$ cat src/rtl/seg_scan_if.sv
// seg_scan_if: value/load/dec request and busy/seg display bundle for seg_scan_driver.
interface seg_scan_if;
    logic [25:0] value;
    logic        load;
    logic        dec;
    logic        busy;
    logic [11:0] seg;
    modport master (output value, load, dec, input busy, seg);
    modport slave  (input value, load, dec, output busy, seg);
endinterface

$ cat src/rtl/seg_scan_driver.sv
// seg_scan_driver: 4-digit multiplexed 7-segment driver, hex or sequential double-dabble decimal.
// Optional macro LEAD_ZERO_BLANK_EN blanks leading zero digits (digit0 always shown).
module seg_scan_driver #(
    parameter int SCAN_DIV  = 65536,
    parameter int CONV_BITS = 14
) (
    input logic       mclk,
    input logic       rst_n,
    seg_scan_if.slave bus
);
    localparam int CW = (SCAN_DIV > 1) ? $clog2(SCAN_DIV) : 1;
    localparam int BW = $clog2(CONV_BITS + 1);

    typedef enum logic {IDLE, CONV} state_t;
    state_t               r_state, w_next;
    logic [CW-1:0]        r_cnt;
    logic [1:0]           r_idx;
    logic [11:0]          r_seg;
    logic [15:0]          r_disp;
    logic                 r_dash;
    logic [CONV_BITS-1:0] r_bin;
    logic [15:0]          r_bcd;
    logic [BW-1:0]        r_bits;
    logic [15:0]          w_adj, w_shift;
    logic [3:0]           w_nib, w_blank;
    logic [7:0]           w_code;
    logic                 w_too_big, w_start, w_last, w_wrap;

    assign w_too_big = bus.value > 26'd9999;
    assign w_start   = bus.load && bus.dec && !w_too_big;
    assign w_last    = r_bits == BW'(CONV_BITS - 1);
    assign w_wrap    = r_cnt == CW'(SCAN_DIV - 1);

    always_ff @(posedge mclk or negedge rst_n)
        if (!rst_n) r_state <= IDLE;
        else        r_state <= w_next;

    always_comb
        w_next = (r_state == IDLE) ? (w_start ? CONV : IDLE) : (w_last ? IDLE : CONV);

    always_comb
        bus.busy = r_state == CONV;

    // add-3 correction on every BCD nibble before it is shifted
    for (genvar i = 0; i < 4; i++) begin : g_adj
        assign w_adj[4*i +: 4] = (r_bcd[4*i +: 4] >= 4'd5) ? r_bcd[4*i +: 4] + 4'd3 : r_bcd[4*i +: 4];
    end
    assign w_shift = {w_adj[14:0], r_bin[CONV_BITS-1]};

    always_ff @(posedge mclk or negedge rst_n) begin
        if (!rst_n) begin
            r_disp <= '0;
            r_dash <= 1'b0;
            r_bin  <= '0;
            r_bcd  <= '0;
            r_bits <= '0;
        end else if (r_state == IDLE) begin
            if (bus.load && !bus.dec) begin
                r_disp <= bus.value[15:0];
                r_dash <= 1'b0;
            end else if (bus.load && w_too_big) begin
                r_dash <= 1'b1;
            end else if (w_start) begin
                r_bin  <= bus.value[CONV_BITS-1:0];
                r_bcd  <= '0;
                r_bits <= '0;
            end
        end else begin
            r_bin  <= r_bin << 1;
            r_bcd  <= w_shift;
            r_bits <= r_bits + 1'b1;
            if (w_last) begin
                r_disp <= w_shift;
                r_dash <= 1'b0;
            end
        end
    end

    assign w_nib = r_disp[4*r_idx +: 4];

    always_comb begin
        w_blank = '0;
`ifdef LEAD_ZERO_BLANK_EN
        w_blank[3] = r_disp[15:12] == 4'd0;
        w_blank[2] = w_blank[3] && r_disp[11:8] == 4'd0;
        w_blank[1] = w_blank[2] && r_disp[7:4] == 4'd0;
`endif
    end

    always_comb begin
        case (w_nib)
            4'h0: w_code = 8'hC0;
            4'h1: w_code = 8'hF9;
            4'h2: w_code = 8'hA4;
            4'h3: w_code = 8'hB0;
            4'h4: w_code = 8'h99;
            4'h5: w_code = 8'h92;
            4'h6: w_code = 8'h82;
            4'h7: w_code = 8'hF8;
            4'h8: w_code = 8'h80;
            4'h9: w_code = 8'h90;
            4'hA: w_code = 8'h88;
            4'hB: w_code = 8'h83;
            4'hC: w_code = 8'hC6;
            4'hD: w_code = 8'hA1;
            4'hE: w_code = 8'h86;
            default: w_code = 8'h8E;
        endcase
        w_code = r_dash ? 8'hBF : (w_blank[r_idx] ? 8'hFF : w_code);
    end

    // scan runs free of the FSM; load never touches it
    always_ff @(posedge mclk or negedge rst_n) begin
        if (!rst_n) begin
            r_cnt <= '0;
            r_idx <= '0;
            r_seg <= 12'hFFF;
        end else begin
            r_cnt <= w_wrap ? '0 : r_cnt + 1'b1;
            r_idx <= w_wrap ? r_idx + 1'b1 : r_idx;
            r_seg <= {~(4'b0001 << r_idx), w_code};
        end
    end

    assign bus.seg = r_seg;
endmodule
$ cat src/flat_wrapper.sv
// flat-port wrapper written by rule: the top's interface ports become plain ports
module seg_scan_driver_flat 
#(
    parameter int SCAN_DIV  = 65536,
    parameter int CONV_BITS = 14
)
  (mclk, rst_n, bus_value, bus_load, bus_dec, bus_busy, bus_seg);
  seg_scan_if bus_i ();
  input logic mclk;
  input logic rst_n;
  input wire logic [$bits(bus_i.value)-1:0] bus_value;
  input wire logic [$bits(bus_i.load)-1:0] bus_load;
  input wire logic [$bits(bus_i.dec)-1:0] bus_dec;
  output wire logic [$bits(bus_i.busy)-1:0] bus_busy;
  output wire logic [$bits(bus_i.seg)-1:0] bus_seg;
  assign bus_i.value = bus_value;
  assign bus_i.load = bus_load;
  assign bus_i.dec = bus_dec;
  assign bus_busy = bus_i.busy;
  assign bus_seg = bus_i.seg;
  seg_scan_driver #(.SCAN_DIV(SCAN_DIV), .CONV_BITS(CONV_BITS)) u_core (.mclk(mclk), .rst_n(rst_n), .bus(bus_i));
endmodule
$ cat config.mk
export PLATFORM = sky130hd
export DESIGN_NAME = seg_scan_driver_flat
export DESIGN_NICKNAME = d
export VERILOG_FILES = /design/src/rtl/seg_scan_if.sv /design/src/rtl/seg_scan_driver.sv /design/src/flat_wrapper.sv
export SDC_FILE = /design/constraint.sdc
export NUM_CORES = 1
export LEC_CHECK = 0
export CAP_MARGIN = 10
export CORE_ASPECT_RATIO = 1.4
export CORE_MARGIN = 2
export CORE_UTILIZATION = 57
export DETAILED_ROUTE_END_ITERATION = 8
export GPL_ROUTABILITY_DRIVEN = 0
export GPL_TIMING_DRIVEN = 0
export PLACE_DENSITY = 0.8
export SYNTH_ARGS = -nofsm -noshare
export SYNTH_HDL_FRONTEND = slang
export SYNTH_SLANG_ARGS = --single-unit
$ cat constraint.sdc
create_clock -name mclk -period 2.58 [get_ports mclk]
set_clock_uncertainty 0.05 [all_clocks]
set_input_delay 0.774 -clock mclk [delete_from_list [all_inputs] [get_ports mclk]]
set_output_delay 0.774 -clock mclk [all_outputs]
set_load 0.005 [all_outputs]
### Word-level counts from Yosys, hierarchy flattened

Memory sizes are Yosys's and may differ from the RTL's.
Cells that the tools add are included.

* add/sub/neg operators: 7
* order comparisons: 6
* equal/unequal tests: 5
* shift-type cells: 2
* multiplexer cells: 31
* bitwise logic cells: 1
* reduce and logical (&&, ||, !) cells: 12

Operators with widths (number)
* $mux W16: 8
* $mux W14: 4
* $mux W4: 7
* $gt A26 B14 Y1 const B: 1
* $add A16 B1 Y16 const B: 1
* $eq A16 B16 Y1 const B: 1
* $ge A4 B3 Y1 const B: 4
* $mux W8: 2
* $shiftx A16 B5 Y4: 1
* $add A4 B2 Y4 const B: 3
* $mux W1: 8
* $add A4 B1 Y4 const B: 1
* $eq A4 B4 Y1 const B: 1
* $logic_and A1 B1 Y1: 4
* $ne A2 B1 Y1 const B: 2
* $not A4 Y4: 1
* $reduce_and A2 Y1: 2
* $reduce_bool A2 Y1: 2
* $shl A1 B2 Y4 const A: 1
* $add A3 B2 Y3 const B: 1
* $lt A2 B3 Y1 const B: 1
* $mux W3: 1
* $reduce_and A3 Y1: 1
* $reduce_bool A3 Y1: 1
* 4 further kinds: 5

* register bits: 82
* bits in read-only memories: 112
* output and inout port bits: 13
* word-level logic and storage cells: 74
* memories: 1

Memory list
* (no name shown): depth 16, bits a word 7, read ports 1, clocked after Yosys merged registers in 0, write ports 0, RTL line seg_scan_driver.sv:91 `case (w_nib)`

### Depth between registers and ports, before layout

Gate-level depths: netlist of the first run.

* depth in word-level cells: 7
* gate-level depth with buffers: 8
* depth with buffers taken out: 7

### Worst setup path before layout of the first run

Ideal clock, no wire load.

* path kind: input to register
* from: in bus_value[25]
* to: reg u_core.r_bin[10]
* setup time: 0.137 ns
* arrival time: 1.945 ns
* required time: 2.393 ns
* path slack: 0.448 ns
* stages on the path: 6
* path buffers: 1
* cell sequence: nor4_1 nand4_2 nor3_4 buf_6 mux2i_1 a21oi_1

* word-level cells in the longest chain between the ends: 5
* elaborated cells on any way between the ends: 7
* classes of those cells: 1 x order compare; 1 x eq/ne; 5 x reduce/logical

RTL lines
* start, declared: RTL line flat_wrapper.sv:11 `input wire logic [$bits(bus_i.value)-1:0] bus_value;`
* $gt A26 B14 Y1 *: RTL line seg_scan_driver.sv:29 `assign w_too_big = bus.value > 26'd9999;`
* $logic_not A1 Y1: RTL line seg_scan_driver.sv:30 `assign w_start = bus.load && bus.dec && !w_too_big;`
* $logic_and A1 B1 Y1: RTL line seg_scan_driver.sv:30
* $reduce_bool A2 Y1 (no line)
* $reduce_and A3 Y1 (no line) *
* end signal, assigned: RTL line seg_scan_driver.sv:64 `r_bin <= bus.value[CONV_BITS-1:0];`
* end signal, assigned: RTL line seg_scan_driver.sv:69 `r_bin <= r_bin << 1;`
* end, declared: RTL line seg_scan_driver.sv:21 `logic [CONV_BITS-1:0] r_bin;`

Mark *: on every way between the ends. The rest lies on a longest branch, timed or not.
A chain may end at the register's enable or synchronous reset.

### Worst setup path after layout of the first run

* from: in bus_value[12]
* to: reg u_core.r_bin[10]

Same word-level chain as after synthesis.

==> impl_metrics.tcl, run 1 <==
set metrics [dict create \
    yosysWarnings 0 \
    die_h_um 105 \
    dr_total_vias 3182 \
    fin_nets 507 \
    numPlacedInstances 542 \
    nFillCells 568 \
    syn_to_final_growth_pct 17.8 \
    crit_family "buffers and inverters" \
    synth_edf_count 0 \
    track_usage_pct 23.7 \
    yosys.area.top_type_share_pct 41.9 \
    ys_seq_elements 81 \
    power.leakage_nw 2.09 \
    insertedDiodeCount 0 \
    cts_buffers 9 \
    synth_area_leaders "dfrtp_1 (42%), dfstp_2 (6.9%), ha_1 (6.3%)" \
    dp_worst_setup_slack_ns -0.333 \
    io_pins 43 \
    post-synth-top-count-cell "dfrtp_1" \
    totalWireLength_mm 8.85 \
    power_switching_w 0.000699 \
    timing.slew.headroom_pct 54.2 \
    first_pass_iters 4 \
    die_w_um 76.4 \
    finalSetupViolCount 0 \
    drive_above_1_share_pct 10.2 \
    postCtsSetupBuffers 0 \
    antenna_found_initial 0 \
    vias_per_cell 5.70 \
    p_clk_share_pct 34.2 \
    start_util_pct 57.9 \
    totalPowerFinal_w 0.00273 \
    power.share.sequential_pct 51.5 \
    finalNonFillerCells 558 \
    drt_iter0_drc 252 \
    drv_slew 0 \
    avgSynthCellArea_um2 10.4 \
    pwr-share-comb_pct 14.3 \
    dieArea_um2 8050 \
    async_flop_share_pct 100 \
    port_buffers 41 \
    synth_common_cells "dfrtp_1 (70), nor2_1 (40), a21oi_1 (34), inv_1 (29)" \
    core_um2 7220 \
    clock_latency_ns 0.37 \
    crit_buf_inv 2 \
    intPower_w 0.00203 \
    post-route-worst-setup-slack_ns 0.127 \
    drc 0 \
    first_global_vias 3170 \
    cts_sinks 81 \
    cp_max_fo 10 \
    status "finished clean" \
    rsz0062_at_grt "false" \
    pwr_density_cell_nw_per_um2 553 \
    cp.arrival_ns 2.63 \
    ant_nets 0 \
    crit_slowest_cell "clkdlybuf4s50_1" \
    wire_per_inst_um 15.9 \
    netlist_instances 403 \
    crit_type "input port to flip-flop" \
    worst_slew_pin_slew_ns 0.687 \
    max_cap_violations 0 \
    htree_levels 3 \
    endpoint_kind "flip-flop" \
    yosysTopAreaCell "dfrtp_1" \
    yosysSeqAreaShare_pct 48.8 \
    clkTransAtPathRegs_ns 0.09 \
    hold_path_class "input port to async pin" \
    grt-ovfl-total 0 \
    cts_tree "done" \
    rows 37 \
    hold_viol_final 0 \
    start_kind "input port" \
    syn_area_um2 4180 \
    syn-num-nets 454 \
    dp_hpwl_mm 6.63 \
    grt_max_degree 46 \
    cts-root-buf "clkbuf_8" \
    synthDistinctLibCells 50 \
    fin_crit_sh_pct 95.1 \
    max_stage_delay_ns 0.48 \
    irDropWorstVdd_uv 356 \
    switching_share_pct 25.6 \
    post-route-min-period_ns 2.45 \
    cp_data_required_time_ns 2.76 \
    grt_pass1_wl_mm 14.8 \
    cts_buffer_depth 2 \
    synth_flop_cell "dfrtp_1" \
    clock.fmax_mhz 408 \
    crit_chain "clkdlybuf4s50_1 -> o21ai_1 -> nand4_2 -> nor3_4 -> buf_6 -> mux2i_1 -> a21oi_1" \
]
worst paths after layout:
kind	cells past startpoint	slack (ns)	endpoint	startpoint
min in group mclk	1	0.41	u_core.bus.seg[6]	u_core.r_dash
worst max-delay path	7	0.13	u_core.r_bin[10]	bus_value[12]
worst max register to register	8	0.43	u_core.bus.seg[3]	u_core.r_idx[0]
max in group asynchronous	2	1.54	u_core.bus.seg[10]	rst_n
worst min-delay path	1	0.31	u_core.r_bcd[15]	rst_n
worst min register to register	1	0.41	u_core.bus.seg[6]	u_core.r_dash
flip-flops by register name (all words and copies together) (netlist names):
register	cells
u_core.r_bits	4
u_core.r_dash	1
u_core.r_bcd	16
u_core.bus.busy	1
u_core.r_cnt	16
u_core.r_bin	14
u_core.r_idx	2
u_core.bus.seg	11
u_core.r_disp	16
final cells by class:
cell class	instances	area (µm²)	area share (%)
Clock buffer	12	145	2.94
Clock inverter	4	51.3	1.04
Multi-Input combinational cell	275	1940	39.4
Timing Repair Buffer	42	428	8.68
Inverter	30	113	2.28
Sequential cell	81	2040	41.4
Buffer	17	87.6	1.78
Tap cell	97	121	2.46
logic make-up after synthesis:
family / after synthesis / share of synthesized area (%)
compound gates: 96 / 14.3
fa+ha+maj: 21 / 6.28
flops: 81 / 48.8
simple gates: 105 / 12.6
xor+xnor: 22 / 4.61
other cells: 1 / 0.0896
buf+inv: 47 / 4.78
mux: 30 / 8.55
layer usage:
metal  track usage (%)  vias up  share of wire [%]
met2              39.1      106                 50
met1              29.4     1544                 40
met4              13.0        0                3.2
met3              4.54       24                6.2
li1                  -     1508                  -
met5                 0        -                  0
worst reg2reg max path: cells and delay by family (launching register included):
| kind | cells | cell delay, ns |
|---|---|---|
| buf+inv | 2 | 0.38 |
| compound gates | 2 | 0.30 |
| simple gates | 2 | 0.13 |
| mux | 1 | 0.59 |
| fa+ha+maj | 1 | 0.26 |
| flops | 1 | 0.37 |
repair_timing:
item,4_1_cts,5_1_grt
hold buffers,0,0
gates resized for setup,0,1
setup endpoints to repair,0,23
stage by stage:
stage               TNS (ns)  cell area, µm²  util [%]  hold slack (ns)
finish                     0            4930      68.3            0.311
global route               0            4930      68.3            0.357
CTS                        0            4930      68.3            0.332
detailed placement     -7.89            4730      65.5            0.394
global placement     -166.42            4720      65.3            0.391
floorplan                  0            4180         -            0.359
layout by cell type (no fill, tap or decap), types with 8 or more instances in the layout:
master	n
a211oi_1	8
a21o_1	12
a21oi_1	34
clkbuf_1	10
clkbuf_8	10
clkdlybuf4s50_1	40
dfrtp_1	70
dfstp_2	11
ha_1	21
inv_1	29
mux2i_1	20
nand2_1	21
nand2b_1	12
nand3_1	10
nor2_1	40
o21ai_0	15
xnor2_1	16
power by group through the flow:
stage               Sequential, W  Combinational (W)  Clock [W]
finish                    0.00140           0.000389   0.000933
detailed placement        0.00143           0.000388          0
floorplan                 0.00142           0.000218          0
CTS                       0.00140           0.000390   0.000949
global placement          0.00142           0.000369          0
global route              0.00142           0.000433   0.000999
Note: power is estimated with default switching activity, not from simulation.
==> run 2, diff against run 1 <==
--- a/config.mk
+++ b/config.mk
@@ -8,11 +8,11 @@
 export CAP_MARGIN = 10
 export CORE_ASPECT_RATIO = 1.4
 export CORE_MARGIN = 2
-export CORE_UTILIZATION = 57
+export CORE_UTILIZATION = 51
 export DETAILED_ROUTE_END_ITERATION = 8
 export GPL_ROUTABILITY_DRIVEN = 0
 export GPL_TIMING_DRIVEN = 0
-export PLACE_DENSITY = 0.8
+export PLACE_DENSITY = 0.76
 export SYNTH_ARGS = -nofsm -noshare
 export SYNTH_HDL_FRONTEND = slang
 export SYNTH_SLANG_ARGS = --single-unit
==> constraint.sdc (replaced) <==
create_clock -name mclk -period 2.2 [get_ports mclk]
set_clock_uncertainty 0.05 [all_clocks]
set_input_delay 0.66 -clock mclk [delete_from_list [all_inputs] [get_ports mclk]]
set_output_delay 0.66 -clock mclk [all_outputs]
set_load 0.005 [all_outputs]
==> run 2 against run 1 <==
Against the previous run: hold slack got worse by 0.078 ns; worst setup slack worse by 0.085 ns; utilization fell by 3.3 points; final cell count increased by 2.5%; sequential cell count did not move; critical path depth increased by 1; highest routed layer unchanged.
==> impl_metrics.tcl, run 2 (synthesis results as in run 1) <==
set metrics [dict create \
    reg2reg_slack_ns 0.10 \
    multi_input_area_um2 2000 \
    core_um2 8050 \
    drt_iter0_drc 301 \
    clock_latency_ns 0.34 \
    start_util_pct 52.0 \
    nFillCells 634 \
    power.leakage_nw 2.35 \
    drive_above_1_share_pct 13.8 \
    numPlacedInstances 547 \
    crit_type "input port to flip-flop" \
    final_cell_mix "dfrtp_1 (70), nor2_1 (38), a21oi_1 (34)" \
    cts_buffer_depth 2 \
    start_kind "input port" \
    reg_top3 "u_core.r_bcd (16), u_core.r_cnt (16), u_core.r_disp (16)" \
    cts-root-buf "clkbuf_16" \
    cp_max_fo 9 \
    fin_nets 516 \
    cts_buffers 9 \
    pwr_density_cell_nw_per_um2 698 \
    seq_area_um2 2040 \
    syn_to_final_growth_pct 25.0 \
    cts_sinks 81 \
    die_w_um 80.6 \
    dp_hpwl_mm 6.73 \
    totalWireLength_mm 9.89 \
    antenna_found_initial 0 \
    cp.arrival_ns 2.31 \
    htree_levels 3 \
    io_pins 43 \
    clock.fmax_mhz 463 \
    endpoint_kind "flip-flop" \
    hold_viol_final 0 \
    clkTransAtPathRegs_ns 0.06 \
    insertedDiodeCount 0 \
    port_buffers 41 \
    finalSetupViolCount 0 \
    dr_total_vias 3307 \
    grt-ovfl-total 0 \
    max_cap_violations 0 \
    drv_slew 0 \
    fin_crit_sh_pct 98.1 \
    cts_tree "done" \
    worst_slew_pin_slew_ns 0.594 \
    grt_pass1_wl_mm 16.1 \
    vias_per_cell 5.78 \
    post-route-min-period_ns 2.16 \
    ant_nets 0 \
    drc 0 \
    rows 39 \
    dieArea_um2 8950 \
    timing.slew.headroom_pct 60.4 \
    track_usage_pct 23.8 \
    first_pass_iters 7 \
    first_global_vias 3360 \
    cp_data_required_time_ns 2.35 \
    finalNonFillerCells 572 \
    cts_hold_buf 0 \
    hold_path_class "input port to async pin" \
    status "finished clean" \
    setup_tns_ns 0 \
    die_h_um 111 \
    wire_per_inst_um 17.3 \
    irDropWorstVdd_uv 414 \
    grt_max_degree 44 \
    layout_commonest_cell "dfrtp_1" \
]
==> run 2: per-stage QoR <==
stage	worst slack, ns	total power (W)	hold WS (ns)	util [%]	area (µm²)
finish	0.0421	0.00365	0.234	65.0	5230
global route	-0.00938	0.00379	0.275	65.0	5230
CTS	0.00123	0.00365	0.250	63.5	5120
detailed placement	-0.546	0.00213	0.383	58.9	4740
global placement	-2.35	0.00210	0.383	58.6	4720
floorplan	0.182	0.00192	0.314	-	4180
==> run 2: power breakdown <==
| group | leakage, nW | switching [W] | internal [W] |
|---|---|---|---|
| Clock | 0.147 | 0.000608 | 0.000913 |
| Sequential | 0.922 | 0.0000590 | 0.00159 |
| Combinational | 1.28 | 0.000245 | 0.000230 |
| Total | 2.35 | 0.000912 | 0.00274 |
==> run 2: what timing repair did <==
action                                  4_1_cts  5_1_grt
setup buffers                                 6        3
endpoints found under the setup margin       26       34
cloned                                        1        0
resized for setup                            11       28
pin swaps                                     6        9
hold endpoints to repair                      0        0
==> run 2: metal layers <==
layer / track usage (%) / share of wire, %
met3: 4.15 / 5.0
met5: 0 / 0
met4: 12.5 / 3.2
met2: 38.6 / 51
met1: 29.9 / 40
==> run 2: area by class of cell <==
type | instances | share of cell area [%]
multi-input cells | 275 | 38.3
flip-flops and latches | 81 | 39.0
repair buffers | 52 | 10.6
clock buffers | 12 | 4.71
inverters | 30 | 2.15
well taps | 102 | 2.44
clock inverters | 4 | 1.00
plain buffers | 16 | 1.77
==> run 2: worst paths after layout <==
path | start | end | cells past startpoint
worst max-delay path | bus_value[7] | u_core.r_bin[13] | 8
worst min-delay path | rst_n | u_core.r_idx[0] | 1
worst max register to register | u_core.r_idx[0] | u_core.bus.seg[3] | 7
worst min register to register | u_core.r_dash | u_core.bus.seg[6] | 1
max in group asynchronous | rst_n | u_core.bus.seg[4] | 2
min in group mclk | u_core.r_dash | u_core.bus.seg[6] | 1
==> run 2: critical path: stages <==
cell	delay, ns
clkdlybuf4s50_1	0.48
nor4_2	0.22
nor2_2	0.13
nor3_4	0.22
buf_6	0.15
buf_8	0.13
mux2i_1	0.20
a21oi_1	0.10
